File: config.mk
export PLATFORM = sky130hd
export DESIGN_NAME = des_iter_engine_flat
export DESIGN_NICKNAME = d
export VERILOG_FILES = /design/src/rtl/des_iter_engine_pkg.sv /design/src/rtl/des_iter_engine_if.sv /design/src/rtl/des_iter_engine_round.sv /design/src/rtl/des_iter_engine.sv /design/src/flat_wrapper.sv
export SDC_FILE = /design/constraint.sdc
export NUM_CORES = 1
export LEC_CHECK = 0
export ABC_CLOCK_PERIOD_IN_PS = 8700
export CORE_MARGIN = 1
export CORE_UTILIZATION = 50
export CTS_BUF_LIST = sky130_fd_sc_hd__clkbuf_16
export DETAILED_ROUTE_END_ITERATION = 16
export GPL_TIMING_DRIVEN = 0
export PLACE_DENSITY = 0.89
export SETUP_SLACK_MARGIN = 0.02
export SYNTH_ARGS = -nofsm -noshare
export SYNTH_HDL_FRONTEND = slang
export SYNTH_HIERARCHICAL = 1
export SYNTH_SLANG_ARGS = --single-unit
export TNS_END_PERCENT = 5
File: constraint.sdc
create_clock -name clk -period 8.7 [get_ports clk]
set_input_delay 1.74 -clock clk [delete_from_list [all_inputs] [get_ports clk]]
set_output_delay 1.74 -clock clk [all_outputs]
set_load 0.005 [all_outputs]
File: src/rtl/des_iter_engine_pkg.sv
// DES constant tables and the permutation / S-box / key-rotation helpers.
// Vectors are [0:N-1] with bit 0 = DES bit 1, so tables index directly (entry-1).
package des_iter_engine_pkg;

  typedef enum logic [1:0] {IDLE, RUN, DONE} state_e;

  localparam int IP_T [64] = '{
    58,50,42,34,26,18,10,2, 60,52,44,36,28,20,12,4, 62,54,46,38,30,22,14,6, 64,56,48,40,32,24,16,8,
    57,49,41,33,25,17, 9,1, 59,51,43,35,27,19,11,3, 61,53,45,37,29,21,13,5, 63,55,47,39,31,23,15,7};
  localparam int FP_T [64] = '{
    40,8,48,16,56,24,64,32, 39,7,47,15,55,23,63,31, 38,6,46,14,54,22,62,30, 37,5,45,13,53,21,61,29,
    36,4,44,12,52,20,60,28, 35,3,43,11,51,19,59,27, 34,2,42,10,50,18,58,26, 33,1,41, 9,49,17,57,25};
  localparam int E_T [48] = '{
    32, 1, 2, 3, 4, 5, 4, 5, 6, 7, 8, 9, 8, 9,10,11,12,13,12,13,14,15,16,17,
    16,17,18,19,20,21,20,21,22,23,24,25,24,25,26,27,28,29,28,29,30,31,32, 1};
  localparam int P_T [32] = '{
    16, 7,20,21,29,12,28,17, 1,15,23,26, 5,18,31,10, 2, 8,24,14,32,27, 3, 9,19,13,30, 6,22,11, 4,25};
  localparam int PC1_T [56] = '{
    57,49,41,33,25,17, 9, 1,58,50,42,34,26,18,10, 2,59,51,43,35,27,19,11, 3,60,52,44,36,
    63,55,47,39,31,23,15, 7,62,54,46,38,30,22,14, 6,61,53,45,37,29,21,13, 5,28,20,12, 4};
  localparam int PC2_T [48] = '{
    14,17,11,24, 1, 5, 3,28,15, 6,21,10,23,19,12, 4,26, 8,16, 7,27,20,13, 2,
    41,52,31,37,47,55,30,40,51,45,33,48,44,49,39,56,34,53,46,42,50,36,29,32};
  localparam logic [1:0] SHIFT [16] = '{1,1,2,2,2,2,2,2,1,2,2,2,2,2,2,1};

  // Each S-box is stored row-major: index = {b1,b6} * 16 + b2..b5.
  localparam logic [3:0] SBOX [8][64] = '{
    '{14,4,13,1,2,15,11,8,3,10,6,12,5,9,0,7, 0,15,7,4,14,2,13,1,10,6,12,11,9,5,3,8,
      4,1,14,8,13,6,2,11,15,12,9,7,3,10,5,0, 15,12,8,2,4,9,1,7,5,11,3,14,10,0,6,13},
    '{15,1,8,14,6,11,3,4,9,7,2,13,12,0,5,10, 3,13,4,7,15,2,8,14,12,0,1,10,6,9,11,5,
      0,14,7,11,10,4,13,1,5,8,12,6,9,3,2,15, 13,8,10,1,3,15,4,2,11,6,7,12,0,5,14,9},
    '{10,0,9,14,6,3,15,5,1,13,12,7,11,4,2,8, 13,7,0,9,3,4,6,10,2,8,5,14,12,11,15,1,
      13,6,4,9,8,15,3,0,11,1,2,12,5,10,14,7, 1,10,13,0,6,9,8,7,4,15,14,3,11,5,2,12},
    '{7,13,14,3,0,6,9,10,1,2,8,5,11,12,4,15, 13,8,11,5,6,15,0,3,4,7,2,12,1,10,14,9,
      10,6,9,0,12,11,7,13,15,1,3,14,5,2,8,4, 3,15,0,6,10,1,13,8,9,4,5,11,12,7,2,14},
    '{2,12,4,1,7,10,11,6,8,5,3,15,13,0,14,9, 14,11,2,12,4,7,13,1,5,0,15,10,3,9,8,6,
      4,2,1,11,10,13,7,8,15,9,12,5,6,3,0,14, 11,8,12,7,1,14,2,13,6,15,0,9,10,4,5,3},
    '{12,1,10,15,9,2,6,8,0,13,3,4,14,7,5,11, 10,15,4,2,7,12,9,5,6,1,13,14,0,11,3,8,
      9,14,15,5,2,8,12,3,7,0,4,10,1,13,11,6, 4,3,2,12,9,5,15,10,11,14,1,7,6,0,8,13},
    '{4,11,2,14,15,0,8,13,3,12,9,7,5,10,6,1, 13,0,11,7,4,9,1,10,14,3,5,12,2,15,8,6,
      1,4,11,13,12,3,7,14,10,15,6,8,0,5,9,2, 6,11,13,8,1,4,10,7,9,5,0,15,14,2,3,12},
    '{13,2,8,4,6,15,11,1,10,9,3,14,5,0,12,7, 1,15,13,8,10,3,7,4,12,5,6,11,0,14,9,2,
      7,11,4,1,9,12,14,2,0,6,10,13,15,3,5,8, 2,1,14,7,4,10,8,13,15,12,9,0,3,5,6,11}};

  function automatic logic [0:63] ip_perm(input logic [0:63] x);
    logic [0:63] y;
    for (int i = 0; i < 64; i++) y[6'(i)] = x[6'(IP_T[i] - 1)];
    return y;
  endfunction

  function automatic logic [0:63] fp_perm(input logic [0:63] x);
    logic [0:63] y;
    for (int i = 0; i < 64; i++) y[6'(i)] = x[6'(FP_T[i] - 1)];
    return y;
  endfunction

  function automatic logic [0:47] e_expand(input logic [0:31] x);
    logic [0:47] y;
    for (int i = 0; i < 48; i++) y[6'(i)] = x[5'(E_T[i] - 1)];
    return y;
  endfunction

  function automatic logic [0:31] p_perm(input logic [0:31] x);
    logic [0:31] y;
    for (int i = 0; i < 32; i++) y[5'(i)] = x[5'(P_T[i] - 1)];
    return y;
  endfunction

  function automatic logic [0:55] pc1_perm(input logic [0:63] x);
    logic [0:55] y;
    for (int i = 0; i < 56; i++) y[6'(i)] = x[6'(PC1_T[i] - 1)];
    return y;
  endfunction

  function automatic logic [0:47] pc2_perm(input logic [0:55] x);
    logic [0:47] y;
    for (int i = 0; i < 48; i++) y[6'(i)] = x[6'(PC2_T[i] - 1)];
    return y;
  endfunction

  function automatic logic [0:31] sbox_sub(input logic [0:47] x);
    logic [0:31] y;
    logic [0:5]  b;
    y = '0;
    for (int j = 0; j < 8; j++) begin
      b = x[6'(6 * j) +: 6];
      y[5'(4 * j) +: 4] = SBOX[3'(j)][{b[0], b[5], b[1:4]}];
    end
    return y;
  endfunction

  function automatic logic [0:27] rot28(input logic [0:27] c, input logic [1:0] n,
                                        input logic right);
    case ({right, n})
      3'b001:  return {c[1:27], c[0]};
      3'b010:  return {c[2:27], c[0:1]};
      3'b101:  return {c[27], c[0:26]};
      3'b110:  return {c[26:27], c[0:25]};
      default: return c;
    endcase
  endfunction

  // Decrypt walks the schedule backwards; its first round uses C0/D0 as-is (== K16).
  function automatic logic [1:0] shift_amt(input int r, input logic dec);
    if (!dec) return SHIFT[4'(r)];
    if (r == 0) return 2'd0;
    return SHIFT[4'(16 - r)];
  endfunction

endpackage

File: src/rtl/des_iter_engine_if.sv
// Upstream/downstream valid-ready bus of the DES engine; bit 0 of each block is DES bit 1.
interface des_iter_engine_if;
  logic        in_valid;
  logic        in_ready;
  logic        decrypt;
  logic [0:63] plaintext;
  logic [0:63] key;
  logic        out_valid;
  logic        out_ready;
  logic [0:63] cyphertext;

  modport master (output in_valid, decrypt, plaintext, key, out_ready,
                  input  in_ready, out_valid, cyphertext);
  modport slave  (input  in_valid, decrypt, plaintext, key, out_ready,
                  output in_ready, out_valid, cyphertext);
endinterface

File: src/rtl/des_iter_engine_round.sv
// One combinational Feistel round together with its key-schedule rotation step.
module des_iter_engine_round
  import des_iter_engine_pkg::*;
(
  input  logic [0:31] l_i,
  input  logic [0:31] r_i,
  input  logic [0:27] c_i,
  input  logic [0:27] d_i,
  input  logic [1:0]  shift_i,
  input  logic        dec_i,
  output logic [0:31] l_o,
  output logic [0:31] r_o,
  output logic [0:27] c_o,
  output logic [0:27] d_o
);
  logic [0:47] subkey;

  assign c_o    = rot28(c_i, shift_i, dec_i);
  assign d_o    = rot28(d_i, shift_i, dec_i);
  assign subkey = pc2_perm({c_o, d_o});
  assign l_o    = r_i;
  assign r_o    = l_i ^ p_perm(sbox_sub(e_expand(r_i) ^ subkey));
endmodule

File: src/rtl/des_iter_engine.sv
// Iterative DES engine: ROUNDS_PER_CYCLE unrolled rounds per enabled clock, valid/ready on both sides.
module des_iter_engine
  import des_iter_engine_pkg::*;
#(
  parameter int ROUNDS_PER_CYCLE = 1
) (
  input logic          clk,
  input logic          reset,
  input logic          en,
  des_iter_engine_if.slave bus
);
  localparam int N_ITER = 16 / ROUNDS_PER_CYCLE;

  if (!(ROUNDS_PER_CYCLE == 1 || ROUNDS_PER_CYCLE == 2 || ROUNDS_PER_CYCLE == 4 ||
        ROUNDS_PER_CYCLE == 8 || ROUNDS_PER_CYCLE == 16)) begin : g_bad_rpc
    $error("des_iter_engine: ROUNDS_PER_CYCLE must be 1, 2, 4, 8 or 16");
  end

  state_e      state_q;
  logic [3:0]  cnt_q;
  logic        dec_q;
  logic [0:31] l_q, r_q;
  logic [0:27] c_q, d_q;
  logic        out_valid_q;
  logic [0:63] cyph_q;

  logic [0:31] l_ch [ROUNDS_PER_CYCLE+1];
  logic [0:31] r_ch [ROUNDS_PER_CYCLE+1];
  logic [0:27] c_ch [ROUNDS_PER_CYCLE+1];
  logic [0:27] d_ch [ROUNDS_PER_CYCLE+1];
  logic [0:31] l_d, r_d;
  logic [0:27] c_d, d_d;
  logic [0:63] ip_w;
  logic [0:55] pc1_w;
  logic        accept, last;

  assign l_ch[0] = l_q;
  assign r_ch[0] = r_q;
  assign c_ch[0] = c_q;
  assign d_ch[0] = d_q;

  for (genvar k = 0; k < ROUNDS_PER_CYCLE; k++) begin : g_rnd
    des_iter_engine_round u_rnd (
      .l_i     (l_ch[k]),
      .r_i     (r_ch[k]),
      .c_i     (c_ch[k]),
      .d_i     (d_ch[k]),
      .shift_i (shift_amt(int'(cnt_q) * ROUNDS_PER_CYCLE + k, dec_q)),
      .dec_i   (dec_q),
      .l_o     (l_ch[k+1]),
      .r_o     (r_ch[k+1]),
      .c_o     (c_ch[k+1]),
      .d_o     (d_ch[k+1])
    );
  end

  assign l_d = l_ch[ROUNDS_PER_CYCLE];
  assign r_d = r_ch[ROUNDS_PER_CYCLE];
  assign c_d = c_ch[ROUNDS_PER_CYCLE];
  assign d_d = d_ch[ROUNDS_PER_CYCLE];

  assign ip_w  = ip_perm(bus.plaintext);
  assign pc1_w = pc1_perm(bus.key);
  assign last  = (cnt_q == 4'(N_ITER - 1));

  assign bus.in_ready   = (state_q == IDLE) | ((state_q == DONE) & bus.out_ready);
  assign accept         = bus.in_valid & bus.in_ready & en;
  assign bus.out_valid  = out_valid_q;
  assign bus.cyphertext = cyph_q;

  always_ff @(posedge clk or posedge reset) begin
    if (reset) begin
      state_q     <= IDLE;
      cnt_q       <= '0;
      dec_q       <= 1'b0;
      l_q         <= '0;
      r_q         <= '0;
      c_q         <= '0;
      d_q         <= '0;
      out_valid_q <= 1'b0;
      cyph_q      <= '0;
    end else if (en) begin
      // A DONE->RUN back-to-back accept also retires the pending result here.
      if (accept) begin
        state_q     <= RUN;
        cnt_q       <= '0;
        dec_q       <= bus.decrypt;
        l_q         <= ip_w[0:31];
        r_q         <= ip_w[32:63];
        c_q         <= pc1_w[0:27];
        d_q         <= pc1_w[28:55];
        out_valid_q <= 1'b0;
      end else begin
        case (state_q)
          RUN: begin
            l_q   <= l_d;
            r_q   <= r_d;
            c_q   <= c_d;
            d_q   <= d_d;
            cnt_q <= cnt_q + 4'd1;
            if (last) begin
              cyph_q      <= fp_perm({r_d, l_d});
              out_valid_q <= 1'b1;
              state_q     <= DONE;
            end
          end
          DONE: begin
            if (bus.out_ready) begin
              out_valid_q <= 1'b0;
              state_q     <= IDLE;
            end
          end
          default: ;
        endcase
      end
    end
  end
endmodule

File: src/flat_wrapper.sv
// flat-port wrapper written by rule: the top's interface ports become plain ports
module des_iter_engine_flat import des_iter_engine_pkg::*;
#(
  parameter int ROUNDS_PER_CYCLE = 1
)
  (clk, reset, en, bus_in_valid, bus_decrypt, bus_plaintext, bus_key, bus_out_ready, bus_in_ready, bus_out_valid, bus_cyphertext);
  des_iter_engine_if bus_i ();
  input logic clk;
  input logic reset;
  input logic en;
  input wire logic [$bits(bus_i.in_valid)-1:0] bus_in_valid;
  input wire logic [$bits(bus_i.decrypt)-1:0] bus_decrypt;
  input wire logic [$bits(bus_i.plaintext)-1:0] bus_plaintext;
  input wire logic [$bits(bus_i.key)-1:0] bus_key;
  input wire logic [$bits(bus_i.out_ready)-1:0] bus_out_ready;
  output wire logic [$bits(bus_i.in_ready)-1:0] bus_in_ready;
  output wire logic [$bits(bus_i.out_valid)-1:0] bus_out_valid;
  output wire logic [$bits(bus_i.cyphertext)-1:0] bus_cyphertext;
  assign bus_i.in_valid = bus_in_valid;
  assign bus_i.decrypt = bus_decrypt;
  assign bus_i.plaintext = bus_plaintext;
  assign bus_i.key = bus_key;
  assign bus_i.out_ready = bus_out_ready;
  assign bus_in_ready = bus_i.in_ready;
  assign bus_out_valid = bus_i.out_valid;
  assign bus_cyphertext = bus_i.cyphertext;
  des_iter_engine #(.ROUNDS_PER_CYCLE(ROUNDS_PER_CYCLE)) u_core (.clk(clk), .reset(reset), .en(en), .bus(bus_i));
endmodule
After elaboration in Yosys (flattened, before gate mapping):

Memories as Yosys holds them, arrays and structs flattened.
Cells that the tools add are included.

* add/subtract/negate cells: 2
* equality and inequality tests: 9
* magnitude comparators: 6
* bitwise logic cells: 13
* muxes and demuxes: 38
* reductions and logical operators: 10

Operators by type and width (count)
* $pmux 28 s4: 2
* $mux 32: 4
* $mux 28: 4
* $xor 48x48->48: 1
* $logic_not 32->1: 1
* $xor 32x32->32: 1
* $ge 7x7->1 const B: 4
* $not 6->7: 4
* $mux 2: 13
* $mux 4: 6
* $ge 4x5->1 const B: 2
* $not 4->4: 2
* $reduce_and 4->1: 2
* $eq 3x3->1 const B: 2
* $mux 3: 2
* $mux 1: 5
* $reduce_bool 5->1: 1
* $add 4x1->4 const B: 1
* $eq 4x4->1 const B: 1
* $pmux 2 s2: 1
* $reduce_and 2->1: 2
* $sub 1x4->4 const A: 1
* $and 1x1->1: 3
* $eq 3x1->1 const B: 1
* 12 further kinds: 12

* memories: 6
* bits of input ports: 134
* memory bits (read-only): 1088
* output and inout bits: 66
* register bits after elaboration: 144

Memories
* (name not given): words 64, width 4, read ports 1, clocked after memory_dff 0, write ports 0, RTL line des_iter_engine_pkg.sv:87 `y[5'(4 * j) +: 4] = SBOX[3'(j)][{b[0], b[5], b[1:4]}];`
* (name not given): words 64, width 4, read ports 1, clocked after memory_dff 0, write ports 0, RTL line des_iter_engine_pkg.sv:87
* (name not given): words 64, width 4, read ports 1, clocked after memory_dff 0, write ports 0, RTL line des_iter_engine_pkg.sv:87
* (name not given): words 64, width 4, read ports 1, clocked after memory_dff 0, write ports 0, RTL line des_iter_engine_pkg.sv:87
* (name not given): words 16, width 2, read ports 1, clocked after memory_dff 0, write ports 0, RTL line des_iter_engine_pkg.sv:107 `return SHIFT[4'(16 - r)];`
* (name not given): words 16, width 2, read ports 1, clocked after memory_dff 0, write ports 0, RTL line des_iter_engine_pkg.sv:105 `if (!dec) return SHIFT[4'(r)];`

Depth between registers and ports, before layout:

Gate-level depths: netlist of run 1.

* depth in word-level cells: 18
* gate-level depth with buffers: 23
* depth with buffers taken out: 19

Modules after synthesis:

Netlist of run 1, hierarchy kept.

Modules (own cells, without submodules)
* des_iter_engine: cells an instance 613, sequential area each 3578.4 um^2, area an instance 6135.9 um^2, instances 1
* des_iter_engine_round: cells an instance 554, sequential area each 0.0 um^2, area an instance 3931.3 um^2, instances 1

Worst setup path before layout of run 1:

Ideal clock, no wire load.

* path type: flip-flop to flip-flop
* start point: reg u_core.cnt_q[3]
* end point: reg u_core/r_q[1] (netlist bit)
* period minus slack after synthesis: 4.305 ns
* data arrival time: 4.188 ns
* slack: 4.395 ns
* stages on the path, launching flop included: 21
* cells stage by stage: dfrtp_1 -> clkbuf_1 -> or2_2 -> a311oi_1 -> a211oi_1 -> a21oi_1 -> buf_4 -> and2b_2 -> buf_6 -> buf_4 -> a221oi_1 -> o21ai_2 -> xnor2_2 -> inv_1 -> ha_1 -> nand2_1 -> a32o_1 -> or4_1 -> and4_1 -> nand2_1 -> nand2_1

* longest elaborated chain between the ends: 18

RTL lines
* start: declaration: RTL line des_iter_engine.sv:20 `logic [3:0] cnt_q;`
* start signal: assignment: RTL line des_iter_engine.sv:100 `cnt_q <= cnt_q + 4'd1;`
* parallel branches: the longest is 7 deep, another holds $sub 1x4->4
* $mux 2 (*): RTL line des_iter_engine_pkg.sv:106 `if (r == 0) return 2'd0;`
* $eq 3x3->1 (tied with other cells): RTL line des_iter_engine_pkg.sv:94 `case ({right, n})`
* $pmux 28 s4 (*): RTL line des_iter_engine_pkg.sv:94
* via u_core.c_d, one bit: RTL line des_iter_engine.sv:32 `logic [0:27] c_d, d_d;`
* $xor 48x48->48 (*): RTL line des_iter_engine_round.sv:22 `assign r_o = l_i ^ p_perm(sbox_sub(e_expand(r_i) ^ subkey));`
* $not 6->7 (implied by the code) (*): RTL line des_iter_engine_pkg.sv:87
* $mem_v2 64x4 (*)
* $mux 4 (implied by the code) (*) (2 in series): RTL line des_iter_engine_pkg.sv:87
* $xor 32x32->32 (*): RTL line des_iter_engine_round.sv:22
* via u_core.r_d, one bit: RTL line des_iter_engine.sv:31 `logic [0:31] l_d, r_d;`
* $mux 32 (*): RTL line des_iter_engine.sv:94 `case (state_q)`
* $mux 32 (*): RTL line des_iter_engine.sv:84 `if (accept) begin`
* end signal: assignment: RTL line des_iter_engine.sv:89 `r_q <= ip_w[32:63];`
* end signal: assignment: RTL line des_iter_engine.sv:97 `r_q <= r_d;`
* end: declaration: RTL line des_iter_engine.sv:22 `logic [0:31] l_q, r_q;`

Mark *: on every way through the listed nets, which the timed path passes. The select of a mux whose other input is x is not followed.
A chain may end at the register's enable or synchronous reset.

Worst setup path after layout of run 1:

* start point: reg u_core.cnt_q[0]
* end point: reg u_core.cyph_q, in the netlist u_core/bus.cyphertext[3]

* longest elaborated chain between the ends: 16

RTL lines
* parallel branches: the longest is 7 deep, another holds $sub 1x4->4
* $mux 2 (*): RTL line des_iter_engine_pkg.sv:106
* $eq 3x3->1 (tied with other cells): RTL line des_iter_engine_pkg.sv:94
* $pmux 28 s4 (*): RTL line des_iter_engine_pkg.sv:94
* $xor 48x48->48 (*): RTL line des_iter_engine_round.sv:22
* $not 6->7 (implied by the code) (*): RTL line des_iter_engine_pkg.sv:87
* $mem_v2 64x4 (*)
* $mux 3 (implied by the code) (*) (2 in series): RTL line des_iter_engine_pkg.sv:87
* $xor 32x32->32 (*): RTL line des_iter_engine_round.sv:22
* via u_core.r_d, one bit: RTL line des_iter_engine.sv:31
* end signal: assignment: RTL line des_iter_engine.sv:102 `cyph_q <= fp_perm({r_d, l_d});`
* end: declaration: RTL line des_iter_engine.sv:25 `logic [0:63] cyph_q;`

Marked as above.

==> results of run 1 <==
through the flow:
stage                util  worst slack, ns  hold slack (ns)  instance area (um2)  cells
floorplan               -             4.40            0.468                 6720    816
global placement    0.579             3.58            0.483                 7310   1026
detailed placement  0.582             3.50            0.488                 7340   1027
CTS                 0.607             3.50            0.503                 7660   1043
global route        0.607             3.01            0.520                 7660   1043
finish              0.607             3.42            0.498                 7660   1043
path summary, 6_finish.rpt:
check | to | slack (ns) | cells past startpoint
min | u_core/r_q[14] | 0.50 | 2
max in group asynchronous | u_core/l_q[8] | 6.43 | 3
min in group asynchronous | u_core/r_q[13] | 1.71 | 2
max | u_core/bus.cyphertext[3] | 3.42 | 19
min reg2reg | u_core/r_q[14] | 0.50 | 2
max reg2reg | u_core/bus.cyphertext[3] | 3.42 | 19
flip-flops by register name, summed over array words and instances, names as in the netlist:
name and count:
u_core/c_q 28, u_core/bus.cyphertext 16, u_core/r_q 16, u_core/l_q 7, u_core/cnt_q 4, u_core/bus.out_valid 1, u_core/dec_q 1, u_core/state_q 1
worst max-delay path: stages (launching register included):
cell and delay [ns]:
dfrtp_1 0.47, inv_1 0.12, ha_1 0.28, nor2_1 0.12, nor2_1 0.07, a211oi_1 0.28
o2bb2ai_1 0.39, xnor2_2 0.32, buf_2 0.29, a221oi_1 0.35, or2_1 0.15, clkbuf_1 0.26
inv_1 0.16, ha_1 0.36, nor3_1 0.19, a211oi_1 0.09, o31a_1 0.31, nor4_1 0.47
xor2_1 0.17, mux2_2 0.30
layer usage:
| layer | part of all wire | GRT usage | vias to the layer above |
|---|---|---|---|
| li1 | - | - | 2796 |
| met1 | 0.42 | 0.366 | 2823 |
| met2 | 0.45 | 0.425 | 316 |
| met3 | 0.095 | 0.0717 | 46 |
| met4 | 0.032 | 0.128 | 0 |
| met5 | 0 | 0 | - |
final cells by class:
type | count | area share
Multi-Input combinational cell | 564 | 0.504
Timing Repair Buffer | 39 | 0.0533
Clock buffer | 9 | 0.0294
Tap cell | 172 | 0.0281
Sequential cell | 74 | 0.242
Inverter | 43 | 0.0214
Buffer | 135 | 0.110
Clock inverter | 7 | 0.0121
==> impl_results.md, run 1 <==
* Overall routing resource usage at 0.277
* Max_cap viols at 0
* RSZ-0062 raised after global routing: false
* CP required at 8.94 ns
* Row cnt at 41
* Nets@finish at 1023
* Worst min-delay path class: reg2reg
* Yosys warns at 6
* Worst slew pin tran at 0.750 ns
* Synthesized area at 6480 um2
* Post-CTS Setup Bufs at 0
* Routability cong. at 0.984
* DIE WIDTH at 116 um
* CTS tree: yes
* Clk slew on worst S/H paths at 0.06 ns
* Final Hold Viols at 0
* Largest buffer count on any clock path at 2
* Slew Limit Fails at 0
* Largest fanout on the critical path at 10
* Setup TNS at 0 ns
* Vias at 5981
* Reg-to-Reg Start: u_core/cnt_q[0]
* Post-route antenna net violation count at 0
* Residual DRC at 0
* Area occupied by multi-input gates at 3860 um2
* Final wirelength at 17800 um
* Setup crit start kind: flip-flop
* Avg Cell Area, Syn at 8.61 um2
* # clock sinks at 74
* Detailed placement HPWL at 13000 um
* Reg area at 1850 um2
* CTS H-tree depth at 3
* Post-Syn Instances at 753
* Post-route clock skew at 0.0117 ns
* Crit path launch: u_core/cnt_q[0]
* Filler cells at 1111
* Status: finished clean
* Initial antenna violation count at 0
* Number of global-route vias before repair at 5409
* Largest net degree at the start of global routing at 51
* Crit path DAT at 5.52 ns
* Commonest non-fill, non-tap cell in the layout: nand2_1
* Initial Util at 0.513
* Vias per std cell at 5.73
* Root Buffer: clkbuf_16
* Initial DRC Count at 644
* Final Setup Violations at 0
* Final min period at 5.28 ns
* Worst hold start: u_core/r_q[14]
* Total core area at 12600 um2
* Layout cells sized above 1 at 0.186
* Cts repair resizes at 0
* Clock Latency Late Sink at 0.36 ns
* Drt wl/cell at 17.1 um
* TritonRoute pass-1 iters at 6
* Commonest cells after routing, fill and taps aside: nand2_1 (128), buf_4 (76), dfrtp_1 (74)
* Crit path capture type: flip-flop
* Antenna fix cells at 0
* Worst setup path class: reg2reg
* Layout area overhead at 18.2%
* Port bufs at 38
* Total gr overflow at 0
* Die footprint at 13400 um2
* Total I/O pin count at 200
* Cts-stage hold buffer count at 0
* First-pass GRT wire length at 28300 um
* Max_slew headroom at 0.500
* Fmax at 190 MHz
* Tcrit/Tclk final at 0.606
* Die Span Y at 116 um
* CTS Buf Count at 9
Power of run 1 is left out: the tool's default activity adds up to more than one toggle a clock period on the data nets, which glitch-free logic cannot reach.
==> run 2, diff against run 1 <==
--- a/config.mk
+++ b/config.mk
@@ -5,13 +5,13 @@
 export SDC_FILE = /design/constraint.sdc
 export NUM_CORES = 1
 export LEC_CHECK = 0
-export ABC_CLOCK_PERIOD_IN_PS = 8700
+export ABC_CLOCK_PERIOD_IN_PS = 4400
 export CORE_MARGIN = 1
-export CORE_UTILIZATION = 50
+export CORE_UTILIZATION = 49
 export CTS_BUF_LIST = sky130_fd_sc_hd__clkbuf_16
 export DETAILED_ROUTE_END_ITERATION = 16
 export GPL_TIMING_DRIVEN = 0
-export PLACE_DENSITY = 0.89
+export PLACE_DENSITY = 0.9
 export SETUP_SLACK_MARGIN = 0.02
 export SYNTH_ARGS = -nofsm -noshare
 export SYNTH_HDL_FRONTEND = slang
==> constraint.sdc (replaced) <==
create_clock -name clk -period 4.4 [get_ports clk]
set_input_delay 0.88 -clock clk [delete_from_list [all_inputs] [get_ports clk]]
set_output_delay 0.88 -clock clk [all_outputs]
set_load 0.005 [all_outputs]
==> run 2 against run 1 <==
Net effect: the run now ends with setup timing left; via count increased by 8.0%; flip-flop and latch count did not move; count of clock-buffer cells in the layout unchanged; non-clock buffer count up 28; worst setup slack got worse by 3.4 ns; first-iteration DRC count increased by 51%; critical path depth is 1 higher; register-to-register slack got worse by 3.4 ns; sequential share of layout area decreased by 2.5 points; wire length is 14% higher; largest cell class unchanged.
==> impl_results.md, run 2 (same netlist as run 1, synthesis figures left out) <==
* Vias at 6457 (was 5981)
* TritonRoute pass-1 iters at 7 (was 6)
* Detailed placement HPWL at 12900 um (was 13000 um)
* Hold path cells at 1 (was 2)
* Die Span Y at 117 um (was 116 um)
* Worst min-delay path class: reg2reg (unchanged)
* Crit path capture type: flip-flop (unchanged)
* Fmax at 227 MHz (was 190 MHz)
* Tcrit/Tclk final at 1.00 (was 0.606)
* Final Setup Violations at 1 (was 0)
* Port bufs at 38 (unchanged)
* Largest fanout on the critical path at 10 (unchanged)
* RSZ-0062 raised after global routing: true (was false)
* Layout cells sized above 1 at 0.296 (was 0.186)
* Post-route clock skew at 0.0126 ns (was 0.0117 ns)
* First-pass GRT wire length at 29900 um (was 28300 um)
* Largest buffer count on any clock path at 2 (unchanged)
* Clk slew on worst S/H paths at 0.07 ns (was 0.06 ns)
* Total gr overflow at 0 (unchanged)
* Top reg by flops: u_core/c_q (unchanged)
* Antenna fix cells at 0 (unchanged)
* Commonest non-fill, non-tap cell in the layout: nand2_1 (unchanged)
* # clock sinks at 74 (unchanged)
* Max_slew headroom at 0.575 (was 0.500)
* Slew Limit Fails at 0 (unchanged)
* Row cnt at 41 (unchanged)
* Final min period at 4.41 ns (was 5.28 ns)
* Dpl ws at -0.701 ns (was 3.50 ns)
* Status: complete, but fails checks (was finished clean)
* FF-to-FF End: u_core/bus.cyphertext[3] (unchanged)
* Final Hold Viols at 0 (unchanged)
* CTS H-tree depth at 3 (unchanged)
* Clock Latency Late Sink at 0.36 ns (about the same)
* R2R Setup Slk at -0.01 ns (was 3.42 ns)
* Drt wl/cell at 18.9 um (was 17.1 um)
* Vias per std cell at 6.02 (was 5.73)
* Slowest cell on the critical path: dfrtp_2 (was dfrtp_1)
* Overall routing resource usage at 0.287 (was 0.277)
* Worst setup path class: reg2reg (unchanged)
* Layout area overhead at 32.0% (was 18.2%)
* Nets@finish at 1052 (was 1023)
* Reg2Reg Depth at 20 (was 19)
* Root Buffer: clkbuf_16 (unchanged)
* Commonest cells after routing, fill and taps aside: nand2_1 (126), buf_4 (100), dfrtp_1 (71) (was nand2_1 (128), buf_4 (76), dfrtp_1 (74))
* Post-route antenna net violation count at 0 (unchanged)
* Largest net degree at the start of global routing at 74 (was 51)
* Filler cells at 949 (was 1111)
* Residual DRC at 0 (unchanged)
* Initial Util at 0.507 (was 0.513)
* Setup crit start kind: flip-flop (unchanged)
* Hold EP: u_core/bus.cyphertext[1] (was u_core/r_q[14])
* Number of global-route vias before repair at 5772 (was 5409)
* Reg-to-Reg Start: u_core/cnt_q[0] (unchanged)
* Total core area at 12800 um2 (was 12600 um2)
* Total I/O pin count at 200 (unchanged)
* DIE WIDTH at 117 um (was 116 um)
* CTS Buf Count at 9 (unchanged)
* CP cell instances: buf_4 > ha_1 > a21boi_0 > a311oi_2 > a211oi_2 > a21oi_2 > buf_6 > clkbuf_8 > nand3b_1 > nand3_2 > a221o_1 > and2_4 > buf_6 > ha_4 > nor3_4 > a211oi_2 > o31a_1 > nor4_4 > xor2_1 > mux2_4 (was inv_1 > ha_1 > nor2_1 > nor2_1 > a211oi_1 > o2bb2ai_1 > xnor2_2 > buf_2 > a221oi_1 > or2_1 > clkbuf_1 > inv_1 > ha_1 > nor3_1 > a211oi_1 > o31a_1 > nor4_1 > xor2_1 > mux2_2)
* Worst slew pin tran at 0.637 ns (was 0.750 ns)
* Max_cap viols at 0 (unchanged)
* Crit-path max cell delay at 0.46 ns (was 0.47 ns)
* CP required at 4.64 ns (was 8.94 ns)
* Die footprint at 13700 um2 (was 13400 um2)
* Cts-stage hold buffer count at 0 (unchanged)
* Initial DRC Count at 975 (was 644)
* Final setup margin at -0.0146 ns (was 3.42 ns)
* Max reg flops at 28 (unchanged)
* Routability cong. at 1.02 (was 0.984)
* Final wirelength at 20200 um (was 17800 um)
* Worst hold start: u_core/bus.cyphertext[1] (was u_core/r_q[14])
* Crit path DAT at 4.66 ns (was 5.52 ns)
* CTS tree: yes (unchanged)
* Failing checks: setup timing
* Initial antenna violation count at 0 (unchanged)
[run 2: cell count changes in the layout (fill, tap and decap cells not counted), moves of 7 or more]
cell / before / now
a221oi_1: 49 / 36
a221oi_2: 1 / 9
buf_4: 76 / 100
buf_6: 1 / 10
ha_1: 23 / 16
[run 2: area by class of cell]
cell class | instances | area [um2] | share of cell area
flip-flops and latches | 74 | 1860 | 0.217
clock buffers | 9 | 225 | 0.0263
multi-input cells | 565 | 4460 | 0.522
plain buffers | 132 | 891 | 0.104
well taps | 172 | 215 | 0.0252
inverters | 43 | 175 | 0.0205
clock inverters | 7 | 68.8 | 0.00804
repair buffers | 70 | 661 | 0.0772
[run 2: per-layer routing]
metal,global-route usage,share of wire
met5,0,0
met4,0.127,0.040
met3,0.0695,0.11
met2,0.451,0.46
met1,0.376,0.39
[run 2: worst max-delay path by stage]
stage	start	endpoint	slack [ns]
4_1_cts	u_core/cnt_q[1]	u_core/bus.cyphertext[27]	0.009
3_5_place_dp	u_core/cnt_q[0]	u_core/bus.cyphertext[27]	-0.70
2_1_floorplan	u_core/cnt_q[3]	u_core/r_q[1]	0.1
6_report	u_core/cnt_q[0]	u_core/bus.cyphertext[3]	-0.01
3_3_place_gp	u_core/cnt_q[0]	u_core/bus.cyphertext[3]	-0.61
5_1_grt	u_core/cnt_q[0]	u_core/bus.cyphertext[3]	-0.19
[run 2: worst max-delay path: cells and delay by family (launching register included)]
kind | cells | cell delay [ns]
DFF | 1 | 0.46
AOI/OAI and AO/OA | 7 | 1.47
muxes | 1 | 0.27
and+or+nand+nor | 5 | 0.88
buffers and inverters | 4 | 0.60
xor gates and xnor gates | 1 | 0.13
adders and majority gates | 2 | 0.49
[run 2: per-stage QoR]
stage	util	hold WS, ns	cells	setup TNS [ns]	cell area (um2)
after detailed placement	0.575	0.494	1027	-3.85	7340
after floorplan	-	0.468	816	0	6720
after global placement	0.572	0.483	1026	-3.09	7310
after CTS	0.623	0.515	1054	0	7960
after global routing	0.670	0.532	1072	-0.997	8550
final	0.670	0.511	1072	-0.0146	8550
[run 2: what timing repair did]
action	CTS	global route
gates cloned	0	3
pin swaps	12	40
resized for setup	43	80
endpoints found under the hold margin	0	0
buffers inserted	13	16
endpoints found under the setup margin	10	10
Power of run 2 is left out for the same reason.
